<file path="src/rtl/axis_ram_scheduler_if.sv">
// Stream bundle around the scheduler.
//   s_axis_* : N_SRC producer lanes, lane i on tdata[i*DATA_W +: DATA_W]
//   m_axis_* : single merged stream toward the bin RAM slave port
// Modports:
//   master : scheduler side (accepts s_axis lanes, drives m_axis)
//   slave  : environment side (drives producer lanes, sinks m_axis)
interface axis_ram_scheduler_if #(
  parameter int N_SRC  = 4,
  parameter int DATA_W = 32
);
  localparam int SRC_W = (N_SRC > 1) ? $clog2(N_SRC) : 1;

  logic [N_SRC*DATA_W-1:0] s_axis_tdata;
  logic [N_SRC-1:0]        s_axis_tvalid;
  logic [N_SRC-1:0]        s_axis_tready;
  logic [DATA_W-1:0]       m_axis_tdata;
  logic                    m_axis_tvalid;
  logic                    m_axis_tready;
  logic [SRC_W-1:0]        m_axis_tuser;

  modport master (
    input  s_axis_tdata, s_axis_tvalid, m_axis_tready,
    output s_axis_tready, m_axis_tdata, m_axis_tvalid, m_axis_tuser
  );

  modport slave (
    output s_axis_tdata, s_axis_tvalid, m_axis_tready,
    input  s_axis_tready, m_axis_tdata, m_axis_tvalid, m_axis_tuser
  );
endinterface

</file>
<file path="src/rtl/axis_ram_scheduler.sv">
// Round-robin scheduler merging N_SRC producers into the bin RAM stream.
// Frames of FRAME_LEN beats, bursts of at most MAX_BURST beats per grant.
// Ports:
//   aclk, areset       clock / async active-high reset
//   start              one-cycle pulse, begins a frame when idle
//   busy               high from accepted start until frame_done
//   frame_done         one-cycle pulse after last beat leaves m_axis
//   beat_count         beats accepted in current/last frame
//   bus (master)       s_axis lanes in, registered m_axis out, tuser = source index
//
// state | meaning
// IDLE  | waiting for start
// ARB   | picking next valid source from rr_ptr (input bubble cycle)
// XFER  | moving beats from the granted source
// DRAIN | last beat of frame held in output register
// DONE  | frame_done pulse, back to IDLE
module axis_ram_scheduler #(
  parameter int N_SRC     = 4,
  parameter int DATA_W    = 32,
  parameter int MAX_BURST = 8,
  parameter int FRAME_LEN = 256,
  localparam int SRC_W    = (N_SRC > 1) ? $clog2(N_SRC) : 1
) (
  input  logic        aclk,
  input  logic        areset,
  input  logic        start,
  output logic        busy,
  output logic        frame_done,
  output logic [15:0] beat_count,
  axis_ram_scheduler_if.master bus
);

  if (FRAME_LEN < 1 || FRAME_LEN > 65535 || MAX_BURST < 1 || MAX_BURST > 255 ||
      N_SRC < 2 || N_SRC > 8) begin : g_bad_param
    $error("axis_ram_scheduler: illegal FRAME_LEN, MAX_BURST or N_SRC");
  end

  typedef enum logic [2:0] {IDLE, ARB, XFER, DRAIN, DONE} state_t;

  state_t           state;
  logic [SRC_W-1:0] rr_ptr;
  logic [SRC_W-1:0] grant;
  logic [7:0]       burst_cnt;

  logic [SRC_W-1:0] arb_idx;
  logic             arb_found;
  logic [SRC_W:0]   idx_w;
  logic [SRC_W-1:0] next_ptr;
  logic             out_free;
  logic             accept;
  logic             m_hs;
  logic             src_gap;
  logic             last_beat;
  logic             burst_end;

  // First valid source at or after rr_ptr, wrapping modulo N_SRC.
  always_comb begin
    arb_found = 1'b0;
    arb_idx   = '0;
    idx_w     = '0;
    for (int k = 0; k < N_SRC; k++) begin
      if (!arb_found) begin
        idx_w = {1'b0, rr_ptr} + (SRC_W+1)'(k);
        if (idx_w >= (SRC_W+1)'(N_SRC)) idx_w = idx_w - (SRC_W+1)'(N_SRC);
        if (bus.s_axis_tvalid[idx_w[SRC_W-1:0]]) begin
          arb_found = 1'b1;
          arb_idx   = idx_w[SRC_W-1:0];
        end
      end
    end
  end

  assign next_ptr  = (grant == SRC_W'(N_SRC - 1)) ? '0 : grant + 1'b1;
  assign out_free  = !bus.m_axis_tvalid || bus.m_axis_tready;
  assign m_hs      = bus.m_axis_tvalid && bus.m_axis_tready;
  assign accept    = (state == XFER) && out_free && bus.s_axis_tvalid[grant];
  assign src_gap   = (state == XFER) && out_free && !bus.s_axis_tvalid[grant];
  assign last_beat = (beat_count + 16'd1) == 16'(FRAME_LEN);
  assign burst_end = (burst_cnt + 8'd1) == 8'(MAX_BURST);

  // Ready only toward the granted source, and only when the output slot frees up.
  always_comb begin
    bus.s_axis_tready = '0;
    if (state == XFER && out_free) bus.s_axis_tready[grant] = 1'b1;
  end

  always_ff @(posedge aclk or posedge areset) begin
    if (areset) begin
      state             <= IDLE;
      rr_ptr            <= '0;
      grant             <= '0;
      burst_cnt         <= '0;
      busy              <= 1'b0;
      frame_done        <= 1'b0;
      beat_count        <= '0;
      bus.m_axis_tdata  <= '0;
      bus.m_axis_tvalid <= 1'b0;
      bus.m_axis_tuser  <= '0;
    end else begin
      frame_done <= 1'b0;

      // A load in the same cycle as a handshake keeps tvalid high: 1 beat/cycle.
      if (accept) begin
        bus.m_axis_tdata  <= bus.s_axis_tdata[int'(grant)*DATA_W +: DATA_W];
        bus.m_axis_tuser  <= grant;
        bus.m_axis_tvalid <= 1'b1;
      end else if (m_hs) begin
        bus.m_axis_tvalid <= 1'b0;
      end

      case (state)
        IDLE: begin
          if (start) begin
            busy       <= 1'b1;
            beat_count <= '0;
            state      <= ARB;
          end
        end
        ARB: begin
          if (arb_found) begin
            grant     <= arb_idx;
            burst_cnt <= '0;
            state     <= XFER;
          end
        end
        XFER: begin
          if (accept) begin
            beat_count <= beat_count + 16'd1;
            burst_cnt  <= burst_cnt + 8'd1;
          end
          // Frame end wins over burst end.
          if (accept && last_beat) begin
            rr_ptr <= next_ptr;
            state  <= DRAIN;
          end else if ((accept && burst_end) || src_gap) begin
            rr_ptr <= next_ptr;
            state  <= ARB;
          end
        end
        DRAIN: begin
          if (!bus.m_axis_tvalid || m_hs) begin
            frame_done <= 1'b1;
            state      <= DONE;
          end
        end
        DONE: begin
          busy  <= 1'b0;
          state <= IDLE;
        end
        default: state <= IDLE;
      endcase
    end
  end

endmodule

</file>
<file path="src/flat_wrapper.sv">
// flat-port wrapper written by rule: the top's interface ports become plain ports
module axis_ram_scheduler_flat 
#(
  parameter int N_SRC     = 4,
  parameter int DATA_W    = 32,
  parameter int MAX_BURST = 8,
  parameter int FRAME_LEN = 256,
  localparam int SRC_W    = (N_SRC > 1) ? $clog2(N_SRC) : 1
)
  (aclk, areset, start, busy, frame_done, beat_count, bus_s_axis_tdata, bus_s_axis_tvalid, bus_m_axis_tready, bus_s_axis_tready, bus_m_axis_tdata, bus_m_axis_tvalid, bus_m_axis_tuser);
  axis_ram_scheduler_if #(.N_SRC(N_SRC), .DATA_W(DATA_W)) bus_i ();
  input  logic aclk;
  input  logic areset;
  input  logic start;
  output logic busy;
  output logic frame_done;
  output logic [15:0] beat_count;
  input wire logic [$bits(bus_i.s_axis_tdata)-1:0] bus_s_axis_tdata;
  input wire logic [$bits(bus_i.s_axis_tvalid)-1:0] bus_s_axis_tvalid;
  input wire logic [$bits(bus_i.m_axis_tready)-1:0] bus_m_axis_tready;
  output wire logic [$bits(bus_i.s_axis_tready)-1:0] bus_s_axis_tready;
  output wire logic [$bits(bus_i.m_axis_tdata)-1:0] bus_m_axis_tdata;
  output wire logic [$bits(bus_i.m_axis_tvalid)-1:0] bus_m_axis_tvalid;
  output wire logic [$bits(bus_i.m_axis_tuser)-1:0] bus_m_axis_tuser;
  assign bus_i.s_axis_tdata = bus_s_axis_tdata;
  assign bus_i.s_axis_tvalid = bus_s_axis_tvalid;
  assign bus_i.m_axis_tready = bus_m_axis_tready;
  assign bus_s_axis_tready = bus_i.s_axis_tready;
  assign bus_m_axis_tdata = bus_i.m_axis_tdata;
  assign bus_m_axis_tvalid = bus_i.m_axis_tvalid;
  assign bus_m_axis_tuser = bus_i.m_axis_tuser;
  axis_ram_scheduler #(.N_SRC(N_SRC), .DATA_W(DATA_W), .MAX_BURST(MAX_BURST), .FRAME_LEN(FRAME_LEN)) u_core (.aclk(aclk), .areset(areset), .start(start), .busy(busy), .frame_done(frame_done), .beat_count(beat_count), .bus(bus_i));
endmodule
</file>
<file path="config.mk">
export PLATFORM = sky130hd
export DESIGN_NAME = axis_ram_scheduler_flat
export DESIGN_NICKNAME = d
export VERILOG_FILES = /design/src/rtl/axis_ram_scheduler_if.sv /design/src/rtl/axis_ram_scheduler.sv /design/src/flat_wrapper.sv
export SDC_FILE = /design/constraint.sdc
export NUM_CORES = 1
export LEC_CHECK = 0
export BUFFER_PORTS_ARGS = -buffer_cell sky130_fd_sc_hd__buf_2
export CORE_ASPECT_RATIO = 1.75
export CORE_MARGIN = 5
export CORE_UTILIZATION = 45
export DETAILED_ROUTE_END_ITERATION = 10
export PLACE_DENSITY_LB_ADDON = 0.05
export SLEW_MARGIN = 20
export SYNTH_ARGS = -nofsm -noshare
export SYNTH_HDL_FRONTEND = slang
export SYNTH_SLANG_ARGS = --single-unit
</file>
<file path="constraint.sdc">
create_clock -name aclk -period 7.5 [get_ports aclk]
set_clock_uncertainty 0.05 [all_clocks]
set_input_delay 1.5 -clock aclk [delete_from_list [all_inputs] [get_ports aclk]]
set_output_delay 1.5 -clock aclk [all_outputs]
set_load 0.01 [all_outputs]
</file>
==> results by group <==
Outcome
  • Status: finished, final reports clean

Finish
  • Commonest non-fill, non-tap cell in the layout: buf_2
  • Share of cells above drive strength 1: 0.414
  • # diodes: 0
  • Fillers: 841
  • P&R area growth vs syn: 30.8%
  • Most frequent cells in the layout: buf_2 (192), nand2_1 (123), dfrtp_1 (67)
  • Final nets: 757
  • Fin util: 0.606
  • Cell area after layout: 5510 um2

Floorplan
  • I/O pins: 193
  • Die extent in x: 83.1 um
  • Row Count: 46
  • Die Area: 11500 um2
  • Die H: 138 um
  • Core Area: 9090 um2
  • Starting Density: 0.463

Place
  • DP Area: 5240 um2
  • Dpl hpwl: 9.86 mm
  • RePlAce Congestion: 0.794
  • IO buf count: 192

Routing
  • Initial DRC count: 168
  • Wire per inst: 17.2 um
  • Final wirelength: 12.7 mm
  • DRT Pass-1 Iters: 4
  • Via density: 5.37
  • Post-route ant nets: 0
  • DR vias: 3961
  • DR DRC count: 0

Clock tree
  • Num CTS Buffers: 9
  • Post_cts resized: 0
  • CTS Sinks: 68
  • H-tree Lvls: 3
  • Hold_buf cts: 0
  • Clk_lat worst skew: 0.33 ns
  • CTS tree: built
  • Clk pin slew, worst setup/hold paths: 0.05 ns
  • Number of setup buffers added after CTS: 0
  • CTS max path bufs: 2
  • CTS root buf: clkbuf_16

STA
  • FMAX: 0.261 GHz
  • Slew Viols, Final: 0
  • Final hold vios: 0
  • # setup viols final: 0
  • Setup_tns: 0 ns
  • Measured slew at the worst slew-check pin: 1.03 ns
  • Ratio of final minimum period to clock period: 0.511
  • RSZ-0062 raised after global routing: no
  • Slew Limit Headroom: 0.310
  • Tmin final: 3.83 ns

Synth
  • Syn Inst Count: 435
  • Synth Register Bits: 68
  • Post-synth EDFFs: 0
  • Avg Cell Area, Syn: 9.68 um2
  • Synth Cell Area: 4210 um2
  • Synth warn: 0
  • Synth unique cells: 52
  • Prevailing post-synth register cell: dfrtp_1
  • Synth Net Count: 579
  • Sequential share of the synthesized area: 0.404
  • Async set or reset register ratio after synthesis: 1.00

Min path
  • Hold WC Path Type: flop to flop

Worst setup path
  • WP data required: 5.95 ns
  • Setup crit end kind: output port
  • Arr. time, crit path: 2.28 ns
  • CP Max Fanout: 11
  • CP Launch Type: primary input
  • Setup CP Type: primary input to output port

Pwr
  • P_leak: 2.80 nW
  • Pwr/cell area: 322 nW/um2
  • Max IR drop VDD: 0.162 mV

GRT
  • First-pass GRT wire length: 20.1 mm
  • Pin count of the biggest net entering global routing: 69
  • GRT Util Overall: 0.224
  • Vias in the first global route: 4152
  • Total gr overflow: 0
  • Initial antenna violation count: 0

Run
  • Max-capacitance violation count: 0
-- registers in the layout, indices dropped and copies added (netlist names) --
name	count
u_core.beat_count	16
u_core.burst_cnt	8
u_core.bus.m_axis_tdata	32
u_core.bus.m_axis_tuser	2
u_core.bus.m_axis_tvalid	1
u_core.busy	1
u_core.frame_done	1
u_core.grant	2
u_core.rr_ptr	2
u_core.state	3
-- Yosys cell counts (all sizes together), types with 2 or more instances --
master / number / area [um2]
nand2: 123 / 462
dfrtp: 68 / 1700
o21ai: 39 / 195
mux4: 33 / 743
nor2: 21 / 81.3
nand3: 18 / 90.1
clkbuf: 17 / 65.1
buf: 12 / 57.6
a21oi: 10 / 50.1
ha: 8 / 100
inv: 8 / 30.0
nand4: 7 / 56.3
xnor2: 6 / 52.6
and3: 5 / 31.3
nor2b: 5 / 31.3
mux2i: 4 / 40.0
o31ai: 4 / 30.0
xor2: 4 / 35.0
a31oi: 3 / 18.8
mux2: 3 / 37.5
o22ai: 3 / 25.0
or3: 3 / 18.8
a211o: 2 / 17.5
a22o: 2 / 17.5
a41oi: 2 / 17.5
and2: 2 / 12.5
and4: 2 / 20.0
and4b: 2 / 20.0
nand2b: 2 / 12.5
nor3: 2 / 10.0
or2: 2 / 12.5
-- final cells by class --
class | instances | area, um2 | share of cell area
Sequential cell | 68 | 1700 | 0.309
Inverter | 8 | 30.0 | 0.00545
Timing Repair Buffer | 196 | 991 | 0.180
Clock inverter | 2 | 10.0 | 0.00182
Clock buffer | 14 | 254 | 0.0461
Tap cell | 120 | 150 | 0.0273
Multi-Input combinational cell | 330 | 2370 | 0.430
-- through the flow --
step	total power (W)	setup WS [ns]	hold slack [ns]	cells
6_report	0.00177	3.67	0.415	738
5_1_grt	0.00189	3.62	0.438	738
4_1_cts	0.00179	3.67	0.420	738
3_5_place_dp	0.00141	3.43	0.407	722
3_3_place_gp	0.00139	3.55	0.405	722
2_1_floorplan	0.00113	3.90	0.435	435
-- per-layer routing --
metal | up-vias | share of wire | wire length [um] | GRT usage
met3 | 27 | 0.072 | 913 | 0.0618
met2 | 166 | 0.53 | 6770 | 0.420
met5 | - | 0 | 0 | 0
li1 | 1909 | - | - | -
met4 | 0 | 0.036 | 457 | 0.107
met1 | 1859 | 0.36 | 4540 | 0.229
-- worst paths after layout --
path                       slack, ns                        start                     endpoint  cells after the start
hold / removal                  0.41  u_core.bus.m_axis_tdata[26]  u_core.bus.m_axis_tdata[26]                      2
hold reg to reg                 0.41  u_core.bus.m_axis_tdata[26]  u_core.bus.m_axis_tdata[26]                      2
setup reg to reg                4.36              u_core.grant[0]             u_core.rr_ptr[1]                      8
min in group asynchronous       1.36                       areset  u_core.bus.m_axis_tdata[24]                      3
setup / recovery                3.67            bus_m_axis_tready         bus_s_axis_tready[3]                      4
max in group asynchronous       5.40                       areset              u_core.grant[0]                      3
-- cells by family (layout without fill, tap and decap cells) --
| family | Yosys count | count (layout) | share of synthesized area |
|---|---|---|---|
| compound gates | 73 | 73 | 0.104 |
| xor+xnor | 10 | 10 | 0.0208 |
| fa+ha+maj | 8 | 8 | 0.0238 |
| buf+inv | 37 | 220 | 0.0363 |
| flops | 68 | 68 | 0.404 |
| mux | 40 | 40 | 0.195 |
| simple gates | 199 | 199 | 0.216 |
-- critical path: stages --
cell	delay [ns]
buf_2	0.09
nand2b_1	0.30
and3_1	0.26
buf_2	0.13
-- where the power goes --
group / total (W) / internal (W) / switching (W)
combinational: 0.000809 / 0.000358 / 0.000451
clock: 0.000378 / 0.000232 / 0.000146
sequential: 0.000583 / 0.000486 / 0.0000968
total: 0.00177 / 0.00108 / 0.000694
Note: power is estimated with default switching activity, not from simulation.
